`src/rtl/ysyx_220053_clint.sv`:
```
// Core-local interruptor for the single-hart NPC: mtime/mtimecmp/msip on a
// valid/ready slave port, plus the commit-qualified timer-interrupt take pulse.
module ysyx_220053_clint #(
  parameter int unsigned TICK_DIV  = 1,
  parameter logic [15:0] BASE_MASK = 16'hFFFF
) (
  input  logic        clk,
  input  logic        rst_n,
  input  logic        req_valid,
  output logic        req_ready,
  input  logic        req_we,
  input  logic [15:0] req_addr,
  input  logic [63:0] req_wdata,
  input  logic [7:0]  req_wmask,
  output logic        resp_valid,
  input  logic        resp_ready,
  output logic [63:0] resp_rdata,
  output logic        resp_err,
  input  logic        mstatus_MIE,
  input  logic        mie_MITE,
  input  logic        commit_valid,
  output logic        time_irq,
  output logic        mtip,
  output logic        msip_o
);

  localparam logic [15:0] OFF_MSIP     = 16'h0000;
  localparam logic [15:0] OFF_MTIMECMP = 16'h4000;
  localparam logic [15:0] OFF_MTIME    = 16'hBFF8;
  localparam logic [15:0] DIV_LAST     = 16'(TICK_DIV - 1);

  logic [63:0] mtime;
  logic [63:0] mtimecmp;
  logic        msip;
  logic [15:0] presc;
  logic        take_q;

  logic        tick;
  logic        accept;
  logic [15:0] offset;
  logic        hit_msip;
  logic        hit_cmp;
  logic        hit_time;
  logic        mapped;
  logic [63:0] rd_data;
  logic        wr_msip;
  logic        wr_cmp;
  logic        wr_time;

  function automatic logic [63:0] merge_bytes(input logic [63:0] old_v,
                                              input logic [63:0] new_v,
                                              input logic [7:0]  mask);
    logic [63:0] res;
    res = old_v;
    for (int i = 0; i < 8; i++) begin
      if (mask[i]) res[i*8 +: 8] = new_v[i*8 +: 8];
    end
    return res;
  endfunction

  // Handshake: a request transfers on an edge where req_valid & req_ready;
  // the response appears one edge later and is held, unchanged, until an edge
  // where resp_valid & resp_ready. Only one transaction is ever outstanding,
  // so a new request is accepted exactly when the slot is free or draining.
  assign req_ready = ~resp_valid | resp_ready;
  assign accept    = req_valid & req_ready;

  always_comb begin
    offset   = req_addr & BASE_MASK;
    hit_msip = (offset == OFF_MSIP);
    hit_cmp  = (offset == OFF_MTIMECMP);
    hit_time = (offset == OFF_MTIME);
    mapped   = hit_msip | hit_cmp | hit_time;
    rd_data  = '0;
    if (hit_msip) rd_data = {63'b0, msip};
    if (hit_cmp)  rd_data = mtimecmp;
    if (hit_time) rd_data = mtime;
    wr_msip  = accept & req_we & hit_msip;
    wr_cmp   = accept & req_we & hit_cmp;
    wr_time  = accept & req_we & hit_time;
  end

  assign tick = (presc == DIV_LAST);

  always_ff @(posedge clk) begin
    if (!rst_n) begin
      presc <= '0;
    end else if (tick) begin
      presc <= '0;
    end else begin
      presc <= presc + 16'd1;
    end
  end

  // A bus write to mtime takes priority over the tick; the prescaler keeps running.
  always_ff @(posedge clk) begin
    if (!rst_n) begin
      mtime <= '0;
    end else if (wr_time) begin
      mtime <= merge_bytes(mtime, req_wdata, req_wmask);
    end else if (tick) begin
      mtime <= mtime + 64'd1;
    end
  end

  always_ff @(posedge clk) begin
    if (!rst_n) begin
      mtimecmp <= '1;
    end else if (wr_cmp) begin
      mtimecmp <= merge_bytes(mtimecmp, req_wdata, req_wmask);
    end
  end

  always_ff @(posedge clk) begin
    if (!rst_n) begin
      msip <= 1'b0;
    end else if (wr_msip && req_wmask[0]) begin
      msip <= req_wdata[0];
    end
  end

  always_ff @(posedge clk) begin
    if (!rst_n) begin
      resp_valid <= 1'b0;
      resp_err   <= 1'b0;
      resp_rdata <= '0;
    end else if (accept) begin
      resp_valid <= 1'b1;
      resp_err   <= ~mapped;
      resp_rdata <= req_we ? 64'd0 : rd_data;
    end else if (resp_ready) begin
      resp_valid <= 1'b0;
    end
  end

  // take_q blocks a second pulse while the CSR unit is still clearing MIE.
  assign time_irq = mtip & mstatus_MIE & mie_MITE & commit_valid & ~take_q;
  assign msip_o   = msip;

  always_ff @(posedge clk) begin
    if (!rst_n) begin
      mtip   <= 1'b0;
      take_q <= 1'b0;
    end else begin
      mtip   <= (mtime >= mtimecmp);
      take_q <= time_irq;
    end
  end

endmodule

```
`config.mk`:
```
export PLATFORM = sky130hd
export DESIGN_NAME = ysyx_220053_clint
export DESIGN_NICKNAME = d
export VERILOG_FILES = /design/src/rtl/ysyx_220053_clint.sv
export SDC_FILE = /design/constraint.sdc
export NUM_CORES = 1
export LEC_CHECK = 0
export ABC_AREA = 1
export ABC_CLOCK_PERIOD_IN_PS = 5000
export CAP_MARGIN = 10
export CORE_MARGIN = 2
export CORE_UTILIZATION = 33
export DETAILED_ROUTE_END_ITERATION = 16
export PLACE_DENSITY = 0.55
export SETUP_SLACK_MARGIN = 0.5
export SYNTH_ARGS = -nofsm -noshare
export SYNTH_HDL_FRONTEND = slang
export SYNTH_SLANG_ARGS = --single-unit
```
`constraint.sdc`:
```
create_clock -name clk -period 5 [get_ports clk]
set_input_delay 0.75 -clock clk [delete_from_list [all_inputs] [get_ports clk]]
set_output_delay 0.75 -clock clk [all_outputs]
set_load 0.05 [all_outputs]
```
# == Word level (Yosys, flattened, before mapping) ==
# Cells that the tools add are included.
# word_totals
register_bits,213
in_bits,96
output_inout_bits,70
wordCells,90
# classes
n_addsub,2
n_lt_le_gt_ge,1
n_eq_ne,10
mux,16
bitwise,16
reduce_logical,22
# ops
operator,count
64-bit two-way mux,5
"64-bit by 1-bit adder with 64-bit output, second input constant",1
64-bit >= comparator,1
8-bit two-way mux,8
16-bit logical NOT,2
2-bit AND reduction,16
"16-bit by 1-bit adder with 16-bit output, second input constant",1
"16-bit by 15-bit == test with 1-bit output, second input constant",1
"16-bit == test, second input constant",1
"2-bit inequality test, second input constant",8
1-bit bitwise AND,9
1-bit inverter,4
2-bit nonzero test,2
1-bit two-way mux,3
1-bit OR,3
2-bit OR reduction,1
1-bit logical AND,1

# == Depth between registers and ports, before layout ==
# depth
depth_word,7
ltp_mapped,14
mapped_depth_nobuf,14

# == Least setup slack after synthesis ==
# No wires, ideal clock.
# synth_timing
path_type,input-to-output
startpoint,input port commit_valid
endpoint,output port time_irq
t_arrival_ns,1.902
t_required_ns,4.250
setup_slack_ns,2.348
path_stages,2
n_path_buf,0
path_cell_list,nand3_1 nor3_1
# synth_between
elab_chain_cells,2
# synth_rtl
element,line,rtl
from (decl),21,"input logic commit_valid,"
1-bit bitwise AND (2 in a row),137,assign time_irq = mtip & mstatus_MIE & mie_MITE & commit_valid & ~take_q;
to (decl),22,"output logic time_irq,"
# Every way passes these cells.

# == Worst setup path in the final report ==
# layout_timing
startpoint,input port resp_ready
endpoint,register mtime[27]
# layout_between
elab_chain_cells,6
elab_cells_between_ends,8
classes_between,eq/ne: 1; mux: 1; bitwise: 4; reduce/logical: 2
# layout_rtl
element,line,rtl
from (decl),16,"input logic resp_ready,"
1-bit OR *,65,assign req_ready = ~resp_valid | resp_ready;
1-bit bitwise AND *,66,assign accept = req_valid & req_ready;
1-bit bitwise AND * (2 in a row),80,wr_time = accept & req_we & hit_time;
2-bit inequality test (no line) or 2-bit nonzero test (tied branches),--,
2-bit AND reduction (no line),--,
to (signal assigned),100,"mtime <= merge_bytes(mtime, req_wdata, req_wmask);"
to (signal assigned),102,mtime <= mtime + 64'd1;
to (decl),32,logic [63:0] mtime;
# Every way passes the cells marked *; elsewhere a longest branch is shown, timed or not.
# A chain may end at the register's enable or synchronous reset.

==> metrics.md <==
| Metric | Value |
|---|---|
| Top FF cell, synth | `dfxtp_1` |
| Setup TNS | `0 ns` |
| Yosys warnings | `0` |
| Clock tree buffer depth | `3` |
| Metal3 WL | `2710 um` |
| Setup repair after global routing missed its margin | `false` |
| CTS tree | `built` |
| Worst r2r dst | `mtime[27]` |
| Pin count of the biggest net entering global routing | `62` |
| Top sig layer | `met4` |
| DR iter-0 viols | `1041` |
| Slew Limit Fails | `0` |
| Highest clock rate | `310 MHz` |
| Area leader, netlist | `dfxtp_1` |
| IO buf count | `165` |
| I/O pin cnt | `166` |
| Number of global-route vias before repair | `13525` |
| Layout cells sized above 1 | `0.0585` |
| Initial antenna violation count | `0` |
| Height of the chip | `208 um` |
| Sequential area share after synthesis | `0.311` |
| Run status | `finished clean` |
| Avg WL per Cell | `17.2 um` |
| Final nets | `2450` |
| Post-synth ARST share | `0` |
| Grt ovf | `0` |
| Worst skew pair latency | `0.57 ns` |
| DIE AREA | `43200 sq um` |
| Final Non-Filler Cells | `2839` |
| Number of placed instances, taps included | `2790` |
| H-tree Lvls | `1` |
| Setup violators final | `0` |
| TritonCTS Sinks | `213` |
| CP Capture Type | `flip-flop` |
| Leakage | `7.68 nW` |
| Post-synth top cells | `nand2_1 (654), inv_1 (266), a21oi_1 (226), dfxtp_1 (213), nor2_1 (202)` |
| Worst setup path start | `resp_ready` |
| Critical Path Fanout Max | `24` |
| Number of inserted diodes | `0` |
| Detail Route Antenna Nets | `0` |
| First-pass GRT wire length | `76900 um` |
| Setup ws final | `1.77 ns` |
| CP cell instances | `clkdlybuf4s50_1 > inv_1 > nand2_2 > nand2_2 > nor2_4 > inv_2 > nor2_2 > nand2_1 > nand2_1 > inv_1 > a21oi_1 > nor2_1` |
| Crit path kind | `in2reg` |
| DRC | `0` |
| Total iterations of the first detailed-routing run | `6` |
| Synthesized area | `13700 sq um` |
| Synth area leaders | `dfxtp_1 (31%), nand2_1 (18%), a21oi_1 (8.3%)` |
| Vias | `14188` |
| Row count | `74` |
| Clk slew on worst S/H paths | `0.06 ns` |
| Starting Density | `0.335` |
| Max cap viols | `0` |
| Post-CTS Setup Bufs | `0` |
| Num CTS Buffers | `27` |
| Count leader, synth | `nand2_1` |
| Number of synthesized register bits | `213` |
| Minimum clock period | `3.23 ns` |
| Critical path startpoint category | `input port` |
| Slowest CP cell | `nor2_2` |
| Area Overhead vs Synth | `21.1%` |
| R2R setup slack | `2.13 ns` |
| Unique masters post-synth | `43` |
| CP arrival | `3.67 ns` |
| CP max stage delay | `0.53 ns` |
| Routed wl met2 | `20900 um` |
| Via density per instance | `5.00` |
| Peak VDD IR | `0.000263 V` |
| Worst EP required | `5.45 ns` |
| RR Startpoint | `resp_valid` |
| Dpl ws | `1.20 ns` |
| CTS-repair resized insts | `0` |
| Post-layout util | `0.406` |
| Worst-Margin Slew | `0.832 ns` |
| Mapped Nets | `2325` |
| Met1 Wirelength | `23900 um` |
| Core footprint | `40900 sq um` |
| Fin. Hold Viols | `0` |
| DP HPWL | `37400 um` |
| Top-area cell type share of the netlist area | `0.311` |
| Avg Cell Area, Syn | `6.34 sq um` |
| Placer Congestion | `0.972` |
| Pwr/cell area | `237 nW/um^2` |
| Die width | `208 um` |
| Depth of the most critical reg-to-reg path | `10` |
| DRT Wirelength | `48800 um` |
| Number of fill cells | `4465` |
| Period utilization | `0.645` |
| Cells after synthesis | `2162` |
| Final setup skew | `0.0181 ns` |
| Post-synth EDFFs | `0` |
| CTS hold repair buffers | `0` |
| Worst slew margin relative to its limit | `0.441` |
| Clk Tree Root Cell | `clkbuf_16` |
| Setup crit end | `mtime[27]` |
| HP Class | `reg2reg` |
| Hold_ws | `0.423 ns` |
| Total track usage | `0.222` |
layout make-up:
cell class / instances / area, sq um / share of cell area
Multi-Input combinational cell: 1593 / 7990 / 0.481
Sequential cell: 213 / 4260 / 0.257
Timing Repair Buffer: 178 / 1750 / 0.105
Inverter: 274 / 1030 / 0.0620
Clock buffer: 35 / 746 / 0.0449
Tap cell: 532 / 666 / 0.0401
Clock inverter: 14 / 159 / 0.00957
worst max-delay path: cells and delay by family:
| family | cells | cell delay [ns] |
|---|---|---|
| AND/OR/NAND/NOR | 7 | 1.98 |
| buffers and inverters | 4 | 0.77 |
| AO/OA/AOI/OAI | 1 | 0.14 |
flip-flops by register name (all words and copies together), names as in the netlist:
name,cells
mtimecmp,64
presc,16
mtime,64
msip_o,1
resp_valid,1
resp_rdata,64
resp_err,1
mtip,1
take_q,1
where the power goes:
group,internal [mW],switching [mW]
Sequential,1.70,0.00479
Clock,1.20,0.797
Combinational,0.0910,0.141
how the worst min path moves through the flow:
stage | start | to | slack [ns] | cells past startpoint
6_report | take_q | take_q | 0.42 | 1
5_1_grt | take_q | take_q | 0.45 | 1
4_1_cts | take_q | take_q | 0.43 | 1
3_5_place_dp | take_q | take_q | 0.42 | 1
3_3_place_gp | take_q | take_q | 0.41 | 1
2_1_floorplan | take_q | take_q | 0.40 | 1
layer usage:
metal | up-vias | GRT usage
met5 | - | 0
met4 | 0 | 0.0648
met3 | 68 | 0.0312
met2 | 381 | 0.345
met1 | 6501 | 0.318
li1 | 7238 | -
placed cells by master, fill, tap and decap left out, types with 2 or more instances in the layout:
cell type        count
clkinv_2             7
nand3_1            145
nor3b_1              3
a21o_1               2
xnor2_1              4
inv_1              265
nand3_2              2
bufinv_16            3
and2_1               2
nand2_4             10
clkdlybuf4s50_1    164
nand2_2              4
clkbuf_1             4
o211ai_1             5
nor2_2               3
clkinvlp_4           4
clkbuf_16           27
inv_2                7
xor2_1               8
nor3_1              18
a21oi_1            226
nor2_4               4
o21a_1               4
nor2_1             202
nand4_1             24
clkbuf_8             4
buf_4               14
nand2_1            654
ha_1                67
dfxtp_1            213
o211ai_2            40
nor4_1               3
o21ai_1             15
o21ai_0            138
through the flow:
| stage | cell area [sq um] | power [mW] |
|---|---|---|
| after floorplan | 13700 | 1.84 |
| after global routing | 16600 | 4.08 |
| after global placement | 15700 | 1.98 |
| after CTS | 16600 | 4.00 |
| after detailed placement | 15700 | 1.98 |
| final | 16600 | 3.94 |
kinds of logic after synthesis:
logic type	count (synthesis)	share of synthesized area
and+or+nand+nor	1082	0.332
buffers and inverters	356	0.107
AOI/OAI and AO/OA	432	0.182
DFF	213	0.311
adders and majority gates	67	0.0612
xor gates and xnor gates	12	0.00767
(Power assumes the default switching activity.)
